===== src/rtl/ctu_clsp_synch_cldl_pkg.sv =====
// Shared widths, limits and pulse-FSM encoding for the CTU cmp-to-DRAM launch block.
package ctu_clsp_synch_cldl_pkg;

    localparam int unsigned RATIO_W   = 5;
    localparam int unsigned NUM_CKEN  = 6;
    localparam int unsigned RATIO_MIN = 2;

    typedef enum logic [1:0] {
        PS_IDLE   = 2'd0,
        PS_PEND   = 2'd1,
        PS_ACTIVE = 2'd2
    } pulse_state_e;

endpackage


===== src/rtl/ctu_clsp_synch_cldl_dsync_gen.sv =====
// Ratio counter with clamped ratio latch; emits a registered one-cycle DRAM sync edge pulse.
module ctu_clsp_dsync_gen
    import ctu_clsp_synch_cldl_pkg::*;
(
    input  logic               clk,
    input  logic               rst_n,
    input  logic [RATIO_W-1:0] ratio,
    output logic               dsync_edge
);

    logic [RATIO_W-1:0] cnt;
    logic [RATIO_W-1:0] rl;
    logic               term_c;
    logic [RATIO_W-1:0] ratio_clamped_c;

    // The edge flop trails the terminal count by one cycle, so the counter reads 0 on the edge cycle.
    assign term_c          = (cnt == rl - RATIO_W'(1));
    assign ratio_clamped_c = (ratio < RATIO_W'(RATIO_MIN)) ? RATIO_W'(RATIO_MIN) : ratio;

    always_ff @(posedge clk or negedge rst_n) begin
        if (!rst_n) begin
            cnt        <= '0;
            rl         <= RATIO_W'(RATIO_MIN);
            dsync_edge <= 1'b0;
        end else begin
            cnt        <= term_c ? '0 : cnt + RATIO_W'(1);
            dsync_edge <= term_c;
            if (dsync_edge) begin
                rl <= ratio_clamped_c;
            end
        end
    end

endmodule


===== src/rtl/ctu_clsp_synch_cldl.sv =====
// Launches CTU cken/start_clk levels and grst/dbginit pulses into the DRAM domain on the sync edge.
module ctu_clsp_synch_cldl
    import ctu_clsp_synch_cldl_pkg::*;
(
    input  logic                cmp_gclk,
    input  logic                io_pwron_rst_l,
    input  logic [RATIO_W-1:0]  ratio,
    input  logic [NUM_CKEN-1:0] cken_req,
    input  logic                start_clk_req,
    input  logic                grst_req,
    input  logic                dbginit_req,
    output logic                dsync_edge,
    output logic [NUM_CKEN-1:0] cken_dl,
    output logic                start_clk_dl,
    output logic                a_grst_dl,
    output logic                a_dbginit_dl,
    output logic                de_grst_dsync_edge_dl,
    output logic                de_dbginit_dsync_edge_dl,
    output logic                grst_ack,
    output logic                dbginit_ack
);

    pulse_state_e grst_st, grst_nx;
    pulse_state_e dbg_st, dbg_nx;
    logic         grst_busy_c;

    ctu_clsp_dsync_gen u_dsync_gen (
        .clk        (cmp_gclk),
        .rst_n      (io_pwron_rst_l),
        .ratio      (ratio),
        .dsync_edge (dsync_edge)
    );

    // A grst request or an in-flight grst pre-empts any pending dbginit.
    assign grst_busy_c = grst_req || (grst_st != PS_IDLE);

    always_comb begin
        grst_nx = grst_st;
        unique case (grst_st)
            PS_IDLE:   if (grst_req)   grst_nx = PS_PEND;
            PS_PEND:   if (dsync_edge) grst_nx = PS_ACTIVE;
            PS_ACTIVE: if (dsync_edge) grst_nx = PS_IDLE;
            default:                   grst_nx = PS_IDLE;
        endcase
    end

    always_comb begin
        dbg_nx = dbg_st;
        unique case (dbg_st)
            PS_IDLE:   if (dbginit_req && !grst_busy_c) dbg_nx = PS_PEND;
            PS_PEND: begin
                if (grst_busy_c)     dbg_nx = PS_IDLE;
                else if (dsync_edge) dbg_nx = PS_ACTIVE;
            end
            PS_ACTIVE: if (dsync_edge) dbg_nx = PS_IDLE;
            default:                   dbg_nx = PS_IDLE;
        endcase
    end

    always_ff @(posedge cmp_gclk or negedge io_pwron_rst_l) begin
        if (!io_pwron_rst_l) begin
            grst_st <= PS_IDLE;
            dbg_st  <= PS_IDLE;
        end else begin
            grst_st <= grst_nx;
            dbg_st  <= dbg_nx;
        end
    end

    // Level launch: sample on the sync edge, hold for the full DRAM period.
    always_ff @(posedge cmp_gclk or negedge io_pwron_rst_l) begin
        if (!io_pwron_rst_l) begin
            cken_dl      <= '0;
            start_clk_dl <= 1'b0;
        end else if (dsync_edge) begin
            cken_dl      <= cken_req;
            start_clk_dl <= start_clk_req;
        end
    end

    always_ff @(posedge cmp_gclk or negedge io_pwron_rst_l) begin
        if (!io_pwron_rst_l) begin
            a_grst_dl                <= 1'b0;
            a_dbginit_dl             <= 1'b0;
            de_grst_dsync_edge_dl    <= 1'b0;
            de_dbginit_dsync_edge_dl <= 1'b0;
            grst_ack                 <= 1'b0;
            dbginit_ack              <= 1'b0;
        end else begin
            a_grst_dl                <= (grst_nx == PS_ACTIVE);
            a_dbginit_dl             <= (dbg_nx == PS_ACTIVE);
            de_grst_dsync_edge_dl    <= (grst_st == PS_PEND) && (grst_nx == PS_ACTIVE);
            de_dbginit_dsync_edge_dl <= (dbg_st == PS_PEND) && (dbg_nx == PS_ACTIVE);
            grst_ack                 <= (grst_st == PS_PEND) && (grst_nx == PS_ACTIVE);
            dbginit_ack              <= (dbg_st == PS_PEND) && (dbg_nx == PS_ACTIVE);
        end
    end

endmodule

===== config.mk =====
export PLATFORM = sky130hd
export DESIGN_NAME = ctu_clsp_synch_cldl
export DESIGN_NICKNAME = d
export VERILOG_FILES = /design/src/rtl/ctu_clsp_synch_cldl_pkg.sv /design/src/rtl/ctu_clsp_synch_cldl_dsync_gen.sv /design/src/rtl/ctu_clsp_synch_cldl.sv
export SDC_FILE = /design/constraint.sdc
export NUM_CORES = 1
export LEC_CHECK = 0
export ABC_AREA = 1
export BUFFER_PORTS_ARGS = -buffer_cell sky130_fd_sc_hd__buf_2
export CORE_ASPECT_RATIO = 1.1
export CORE_MARGIN = 2
export CORE_UTILIZATION = 50
export DETAILED_ROUTE_END_ITERATION = 6
export HOLD_SLACK_MARGIN = 0.15
export PLACE_DENSITY = 0.74
export SETUP_SLACK_MARGIN = 0.1
export SLEW_MARGIN = 20
export SYNTH_ARGS = -nofsm -noshare
export SYNTH_HDL_FRONTEND = slang
export SYNTH_HIERARCHICAL = 1
export SYNTH_SLANG_ARGS = --single-unit

===== constraint.sdc =====
create_clock -name cmp_gclk -period 2.46 [get_ports cmp_gclk]
set_input_delay 0.246 -clock cmp_gclk [delete_from_list [all_inputs] [get_ports cmp_gclk]]
set_output_delay 0.246 -clock cmp_gclk [all_outputs]
set_load 0.01 [all_outputs]

==> results of run 1 <==
[worst register-to-register path: stages, from the launching register on]
cell	delay (ns)
dfstp_2	0.56
inv_1	0.05
ha_1	0.28
inv_1	0.04
nand2_1	0.06
nand2_1	0.05
nor2_1	0.08
nand2_1	0.09
nor2_4	0.14
a21oi_1	0.09
[layer usage]
layer  GRT usage  vias to the layer above  part of all wire
met3      0.0239                        2             0.042
met1       0.195                      487              0.43
met4      0.0564                        0            0.0065
met5           0                        -                 0
met2       0.324                       27              0.52
li1            -                      539                 -
[cell type report]
cell class | instances | area [µm²]
inverters | 21 | 83.8
flip-flops and latches | 26 | 652
multi-input cells | 101 | 467
fillers | 204 | 766
repair buffers | 41 | 265
clock buffers | 4 | 26.3
well taps | 30 | 37.5
[kinds of logic (layout without fill, tap and decap cells)]
| logic type | after synthesis | count (layout) |
|---|---|---|
| buf+inv | 26 | 66 |
| fa+ha+maj | 2 | 2 |
| simple gates | 83 | 83 |
| xor+xnor | 3 | 3 |
| flops | 26 | 26 |
| compound gates | 13 | 13 |
[state kept, by name, indices dropped and copies added (netlist names), 2 cells and up]
register         count
cken_dl              6
u_dsync_gen/cnt      5
u_dsync_gen/rl       5
dbg_st               2
grst_st              2
[worst min path at each step]
stage / startpoint / end / depth (start not counted)
global route: ratio[4] / u_dsync_gen/rl[4]$_DFFE_PN0P_ / 3
CTS: ratio[4] / u_dsync_gen/rl[4]$_DFFE_PN0P_ / 3
floorplan: io_pwron_rst_l / a_dbginit_dl$_DFF_PN0_ / 0
finish: ratio[0] / u_dsync_gen/rl[0]$_DFFE_PN0P_ / 3
global placement: io_pwron_rst_l / cken_dl[0]$_DFFE_PN0P_ / 1
detailed placement: io_pwron_rst_l / cken_dl[2]$_DFFE_PN0P_ / 1
[stage by stage]
stage	instance area [µm²]	hold WS (ns)	setup WS (ns)	instances
final	1530	0.181	0.858	223
after global routing	1530	0.159	0.766	223
after CTS	1530	0.163	0.833	223
after detailed placement	1390	0.277	0.937	207
after global placement	1390	0.267	1.00	207
after floorplan	1240	-0.0496	1.05	153
[synthesized netlist by cell type, types with 2 or more instances]
cell type	number	area (µm²)
a21oi_1	5	25.0
buf_4	2	15.0
buf_6	2	22.5
dfrtp_1	25	626
ha_1	2	25.0
inv_1	17	63.8
inv_2	3	11.3
nand2_1	58	218
nand3_1	7	35.0
nor2_1	12	45.0
nor2_2	2	12.5
o21ai_0	6	30.0
xor2_1	2	17.5
[power by group through the flow]
stage	sequential [mW]	combinational, mW	clock (mW)
floorplan	0.779	0.620	0
global placement	0.791	0.762	0
detailed placement	0.800	0.794	0
CTS	0.791	0.812	0.191
global route	0.822	0.933	0.201
finish	0.793	0.805	0.178
[timing repair]
| item | CTS | global route |
|---|---|---|
| endpoints found under the hold margin | 36 | 0 |
| hold buffers | 12 | 0 |
| resized for setup | 0 | 0 |
==> summary.md, run 1 <==
| Metric | Value |
|---|---|
| Largest family of logic cells by synthesized area | `simple AND/OR/NAND/NOR gates` |
| Maximum VDD drop | `0.692 mV` |
| CP startpoint kind | `register` |
| Power, Total | `1.78 mW` |
| GRT Residual Overflow | `0` |
| Setup TNS | `0 ns` |
| Reg power frac | `0.447` |
| Critical path's slowest cell | `dfrtp_1` |
| Measured slew at the worst slew-check pin | `0.671 ns` |
| CP delay by family, top | `flip-flops` |
| Initial DRC Count | `16` |
| Tcrit/Tclk final | `0.651` |
| Sw Share | `0.436` |
| Register bit total from synthesis | `26` |
| Vias in the first global route | `1,001` |
| CP Depth | `1` |
| Insertion delay to the later sink of the worst-skew pair | `0.31 ns` |
| Layout cell share with drive strength beyond 1 | `0.218` |
| Post-DRT Antenna Nets | `0` |
| Via-to-Cell Ratio | `4.73` |
| Total CTS buffers | `3` |
| CTS clock-pin slew for the worst setup and hold paths | `0.13 ns` |
| Distinct cells, synth | `23` |
| Crit path DAT | `1.36 ns` |
| Total wire length | `2.30 mm` |
| Via count | `1,055` |
| Initial antenna violation count | `0` |
| Post-Syn Area | `1240 µm²` |
| Worst Setup SP | `u_dsync_gen/dsync_edge$_DFF_PN0_` |
| Skew final | `0.00286 ns` |
| IO Port Bufs | `29` |
| Adder-Cell Fraction of Synth Area | `0.0201` |
| Mux contribution to synthesized area | `0` |
| Setup bufs post-CTS | `0` |
| Rows | `18` |
| Compound-Gate Fraction of Synth Area | `0.0563` |
| Ports | `30` |
| Combinational power share | `0.453` |
| Routability cong. | `0.832` |
| Largest net degree at the start of global routing | `27` |
| DRC viols | `0` |
| Number of synthesized flops with an enable pin | `0` |
| Area of the die | `2900 µm²` |
| Syn Inst Count | `153` |
| Worst Hold Class | `input pin to register` |
| Sequential fraction of the synthesis area | `0.524` |
| P_int | `1.00 mW` |
| Static Leak | `0.862 nW` |
| Die H | `56.3 µm` |
| Unrepaired setup endpoints after global routing | `false` |
| Hpwl dp | `1.58 mm` |
| Primary FF master, synth | `dfrtp_1` |
| PwrDens | `1160 nW/µm²` |
| Worst path required time | `2.21 ns` |
| TritonRoute pass-1 iters | `4` |
| Slew margin rel. | `0.552` |
| Ys Warns | `6` |
| Final min period | `1.60 ns` |
| Endpoints failing setup | `0` |
| Crit. End Element | `output port` |
| CP Max Fanout | `20` |
| Global-route wire length before repair | `3.88 mm` |
| Status | `completed` |
| Simple-gate share of the synthesized area | `0.278` |
| Cells along the critical path | `buf_2` |
| Critical path class | `register to output port` |
| Setup crit end | `dsync_edge` |
| Clock power frac | `0.100` |
| N_diodes | `0` |
| CTS root buffer | `clkbuf_4` |
| Reg2Reg Launch Point | `u_dsync_gen/rl[1]$_DFFE_PN1P_` |
| Core Region | `2300 µm²` |
| Max-capacitance violation count | `0` |
| Final Max Tran Viols | `0` |
| GR Util All Layers | `0.173` |
| Clock sink count | `26` |
| Worst path max stage delay | `0.80 ns` |
| Critical R2R Capture | `u_dsync_gen/cnt[1]$_DFF_PN0_` |
| Syn nets | `171` |
| Synth Area in XOR/XNOR | `0.0211` |
| Initial Util | `0.541` |
| Post-DR wirelength/cell | `10.3 µm` |
| Chip Width | `51.6 µm` |
| Flop-to-flop setup slack | `0.93 ns` |
| Reg2Reg Depth | `9` |
| Commonest non-fill, non-tap cells in the layout | `58 x nand2_1, 29 x buf_2, 25 x dfrtp_1, 17 x inv_1` |
| CTS tree | `built` |
| Hold Vio Cnt, Final | `0` |
| Mean area per synthesized cell | `8.13 µm²` |
| # nets final | `212` |
| Commonest non-fill, non-tap cell in the layout | `nand2_1` |
| Final core utilization | `0.667` |
| Area Growth Syn to Fin | `23.1%` |
| P_sw | `0.774 mW` |
| FFs w/ async S/R, synth | `1.00` |
| H-tree lvl count | `1` |
| Max Freq | `624 MHz` |
| Critical path buffer and inverter count | `1` |
| Max clock buf depth | `2` |
(Power assumes the default switching activity.)
==> run 2, diff against run 1 <==
--- a/config.mk
+++ b/config.mk
@@ -5,14 +5,14 @@
 export SDC_FILE = /design/constraint.sdc
 export NUM_CORES = 1
 export LEC_CHECK = 0
-export ABC_AREA = 1
+export ABC_AREA = 0
 export BUFFER_PORTS_ARGS = -buffer_cell sky130_fd_sc_hd__buf_2
 export CORE_ASPECT_RATIO = 1.1
 export CORE_MARGIN = 2
-export CORE_UTILIZATION = 50
+export CORE_UTILIZATION = 46
 export DETAILED_ROUTE_END_ITERATION = 6
 export HOLD_SLACK_MARGIN = 0.15
-export PLACE_DENSITY = 0.74
+export PLACE_DENSITY = 0.72
 export SETUP_SLACK_MARGIN = 0.1
 export SLEW_MARGIN = 20
 export SYNTH_ARGS = -nofsm -noshare
==> constraint.sdc (replaced) <==
create_clock -name cmp_gclk -period 1.4 [get_ports cmp_gclk]
set_input_delay 0.14 -clock cmp_gclk [delete_from_list [all_inputs] [get_ports cmp_gclk]]
set_output_delay 0.14 -clock cmp_gclk [all_outputs]
set_load 0.01 [all_outputs]
==> summary.md, run 2 <==
| Metric | Value |
|---|---|
| Combinational power share | `0.494 (was 0.453)` |
| Reg power frac | `0.363 (was 0.447)` |
| Worst Setup SP | `u_dsync_gen/rl[1]$_DFFE_PN1P_ (was u_dsync_gen/dsync_edge$_DFF_PN0_)` |
| Final worst-path setup slack | `-0.348 ns (was 0.858 ns)` |
| Hold Vio Cnt, Final | `0 (unchanged)` |
| Slew margin rel. | `0.621 (was 0.552)` |
| Crit path DAT | `1.95 ns (was 1.36 ns)` |
| GRT Max-Usage Layer | `met2 (unchanged)` |
| Max-capacitance violation count | `0 (unchanged)` |
| Area Growth Syn to Fin | `40.6% (was 23.1%)` |
| Post-DR wirelength/cell | `13.2 µm (was 10.3 µm)` |
| Via count | `914 (was 1,055)` |
| FFs w/ async S/R, synth | `1.00 (unchanged)` |
| Placed cells | `163 (was 207)` |
| CTS clock-pin slew for the worst setup and hold paths | `0.14 ns (was 0.13 ns)` |
| H-tree lvl count | `1 (unchanged)` |
| IO Port Bufs | `29 (unchanged)` |
| Post-synth top area cell | `dfrtp_1 (unchanged)` |
| GR Util All Layers | `0.183 (was 0.173)` |
| Chip Width | `52.6 µm (was 51.6 µm)` |
| Syn nets | `114 (was 171)` |
| GRT Residual Overflow | `0 (unchanged)` |
| Crit. End Element | `register (was output port)` |
| Register bit total from synthesis | `26 (unchanged)` |
| DRC viols | `0 (unchanged)` |
| Initial Util | `0.483 (was 0.541)` |
| Final cell count without fillers | `184 (was 223)` |
| Hold WS | `0.321 ns (was 0.181 ns)` |
| Ys Warns | `6 (unchanged)` |
| Sw Share | `0.358 (was 0.436)` |
| Primary FF master, synth | `dfrtp_1 (unchanged)` |
| CTS tree | `built (unchanged)` |
| List of most frequent post-synthesis cells | `25 x dfrtp_1, 8 x mux2_2, 7 x xnor2_1, 5 x nand2b_1, 4 x nor2_1 (was 58 x nand2_1, 25 x dfrtp_1, 17 x inv_1, 12 x nor2_1, 7 x nand3_1)` |
| Insertion delay to the later sink of the worst-skew pair | `0.33 ns (was 0.31 ns)` |
| Met2 Use GR | `0.321 (was 0.324)` |
| Commonest non-fill, non-tap cells in the layout | `29 x buf_2, 24 x dfrtp_1, 15 x dlygate4sd3_1, 12 x buf_4, 8 x mux2_2 (was 58 x nand2_1, 29 x buf_2, 25 x dfrtp_1, 17 x inv_1)` |
| Static Leak | `0.786 nW (was 0.862 nW)` |
| Hpwl dp | `1.70 mm (was 1.58 mm)` |
| Post-Syn Area | `1190 µm² (was 1240 µm²)` |
| Number of synthesized flops with an enable pin | `0 (unchanged)` |
| Grt met3 use | `0.0340 (was 0.0239)` |
| Total wire length | `2.43 mm (was 2.30 mm)` |
| Unrepaired setup endpoints after global routing | `true (was false)` |
| CP Max Fanout | `5 (was 20)` |
| Area of the die | `3020 µm² (was 2900 µm²)` |
| Mean area per synthesized cell | `12.4 µm² (was 8.13 µm²)` |
| Final core utilization | `0.680 (was 0.667)` |
| Initial DRC Count | `22 (was 16)` |
| Post-DRT Antenna Nets | `0 (unchanged)` |
| Clock power frac | `0.142 (was 0.100)` |
| Largest Register | `cken_dl (unchanged)` |
| Via-to-Cell Ratio | `4.97 (was 4.73)` |
| # nets final | `172 (was 212)` |
| Total CTS buffers | `3 (unchanged)` |
| Ports | `30 (unchanged)` |
| Layout cell share with drive strength beyond 1 | `0.444 (was 0.218)` |
| PwrDens | `2120 nW/µm² (was 1160 nW/µm²)` |
| TritonRoute pass-1 iters | `4 (unchanged)` |
| Clock sink count | `26 (unchanged)` |
| Number of fill cells in the layout | `184 (was 204)` |
| Commonest non-fill, non-tap cell in the layout | `buf_2 (was nand2_1)` |
| Rows | `19 (was 18)` |
| Global-route wire length before repair | `4.14 mm (was 3.88 mm)` |
| Synth top area share | `0.524 (was 0.503)` |
| Max clock buf depth | `2 (unchanged)` |
| Synth area leaders | `dfrtp_1 52%, mux2_2 7.5%, xnor2_1 5.1% (was dfrtp_1 50%, nand2_1 18%, inv_1 5.1%)` |
| Tcrit/Tclk final | `1.25` |
| Met1 usage | `0.232 (was 0.195)` |
| Reg2Reg Launch Point | `u_dsync_gen/rl[1]$_DFFE_PN1P_ (unchanged)` |
| Final instance area | `1680 µm² (was 1530 µm²)` |
| Worst Hold Class | `input pin to async pin (was input pin to register)` |
| Initial antenna violation count | `0 (unchanged)` |
| Syn Inst Count | `96 (was 153)` |
| Vias in the first global route | `949 (was 1,001)` |
| Top flop regs | `cken_dl x6, u_dsync_gen/cnt x5, u_dsync_gen/rl x5 (unchanged)` |
| Measured slew at the worst slew-check pin | `0.568 ns (was 0.671 ns)` |
| Final min period | `1.75 ns` |
| Maximum VDD drop | `1.35 mV (was 0.692 mV)` |
| Setup WS pre-CTS | `-0.322 ns (was 0.937 ns)` |
| P_sw | `1.28 mW (was 0.774 mW)` |
| Count leader, synth | `dfrtp_1 (was nand2_1)` |
| Endpoints failing setup | `6 (was 0)` |
| Routability cong. | `0.752 (was 0.832)` |
| CTS root buffer | `clkbuf_4 (unchanged)` |
| N_diodes | `0 (unchanged)` |
| Max Freq | `572 MHz` |
| Sequential fraction of the synthesis area | `0.546 (was 0.524)` |
| Distinct cells, synth | `32 (was 23)` |
| Critical path class | `register to register (was register to output port)` |
| Largest register FFs | `6 (unchanged)` |
| P_int | `2.29 mW (was 1.00 mW)` |
| Skew final | `0.0147 ns (was 0.00286 ns)` |
| Largest net degree at the start of global routing | `27 (unchanged)` |
| Worst path required time | `1.61 ns (was 2.21 ns)` |
| Die H | `57.5 µm (was 56.3 µm)` |
| Placed cell area | `1450 µm² (was 1390 µm²)` |
| CP startpoint kind | `register (unchanged)` |
| Final Max Tran Viols | `0 (unchanged)` |
| Core Region | `2470 µm² (was 2300 µm²)` |
| Failing checks | `setup timing` |
| Status | `finished, violations left (was completed)` |
-- run 2: power groups by stage --
| stage | registers [mW] | clock network (mW) | logic (mW) |
|---|---|---|---|
| after floorplan | 1.36 | 0 | 1.03 |
| after global placement | 1.29 | 0 | 1.56 |
| after detailed placement | 1.30 | 0 | 1.63 |
| after CTS | 1.29 | 0.525 | 1.70 |
| after global routing | 1.34 | 0.550 | 1.92 |
| final | 1.30 | 0.509 | 1.76 |
-- run 2: what timing repair did --
item / CTS / global route
hold endpoints to repair: 43 / 0
gates resized for setup: 2 / 2
setup endpoints to repair: 7 / 7
hold buffers: 15 / 0
pin swaps: 0 / 1
buffers inserted: 0 / 2
-- run 2: stage by stage --
stage	TNS (ns)	power [mW]
5_1_grt	-2.20	3.80
4_1_cts	-1.83	3.51
2_1_floorplan	-1.01	2.39
3_5_place_dp	-1.70	2.93
6_report	-1.89	3.57
3_3_place_gp	-1.29	2.85
-- run 2: final timing paths --
kind	end	slack (ns)	cells after the start
max in group asynchronous	u_dsync_gen/dsync_edge$_DFF_PN0_	0.68	2
worst min-delay path	u_dsync_gen/rl[2]$_DFFE_PN0P_	0.32	2
worst max-delay path	u_dsync_gen/cnt[4]$_DFF_PN0_	-0.35	6
worst max register to register	u_dsync_gen/cnt[4]$_DFF_PN0_	-0.35	6
min in group cmp_gclk	grst_st[0]$_DFF_PN0_	0.51	1
worst min register to register	grst_st[0]$_DFF_PN0_	0.51	1
-- run 2: final cells by class --
type                    count  area [µm²]  area share
well taps                  31        38.8      0.0231
clock inverters             1        30.0      0.0179
repair buffers             57         397       0.236
clock buffers               3        22.5      0.0134
flip-flops and latches     26         653       0.389
multi-input cells          63         528       0.314
inverters                   3        11.3     0.00670
-- run 2: kinds of logic after synthesis --
family / count (synthesis) / synth area share
XOR/XNOR: 10 / 0.0733
multiplexers: 10 / 0.0942
buffers and inverters: 7 / 0.0408
adder cells (fa/ha/maj): 2 / 0.0209
AND/OR/NAND/NOR: 27 / 0.143
AO/OA/AOI/OAI: 14 / 0.0817
flip-flops: 26 / 0.546
-- run 2: critical path, cell delays in order (launching register included) --
cell and delay [ns]:
dfstp_2 0.57, inv_2 0.05, ha_4 0.21, xnor2_2 0.12
a211o_1 0.31, a211oi_4 0.27, nor2_1 0.09
-- run 2: routing by layer --
layer | wire [µm] | up-vias | share of wire
met1 | 1040 | 450 | 0.43
met3 | 82 | 2 | 0.034
met4 | 22 | 0 | 0.0090
met2 | 1290 | 21 | 0.53
met5 | 0 | - | 0
li1 | - | 441 | -
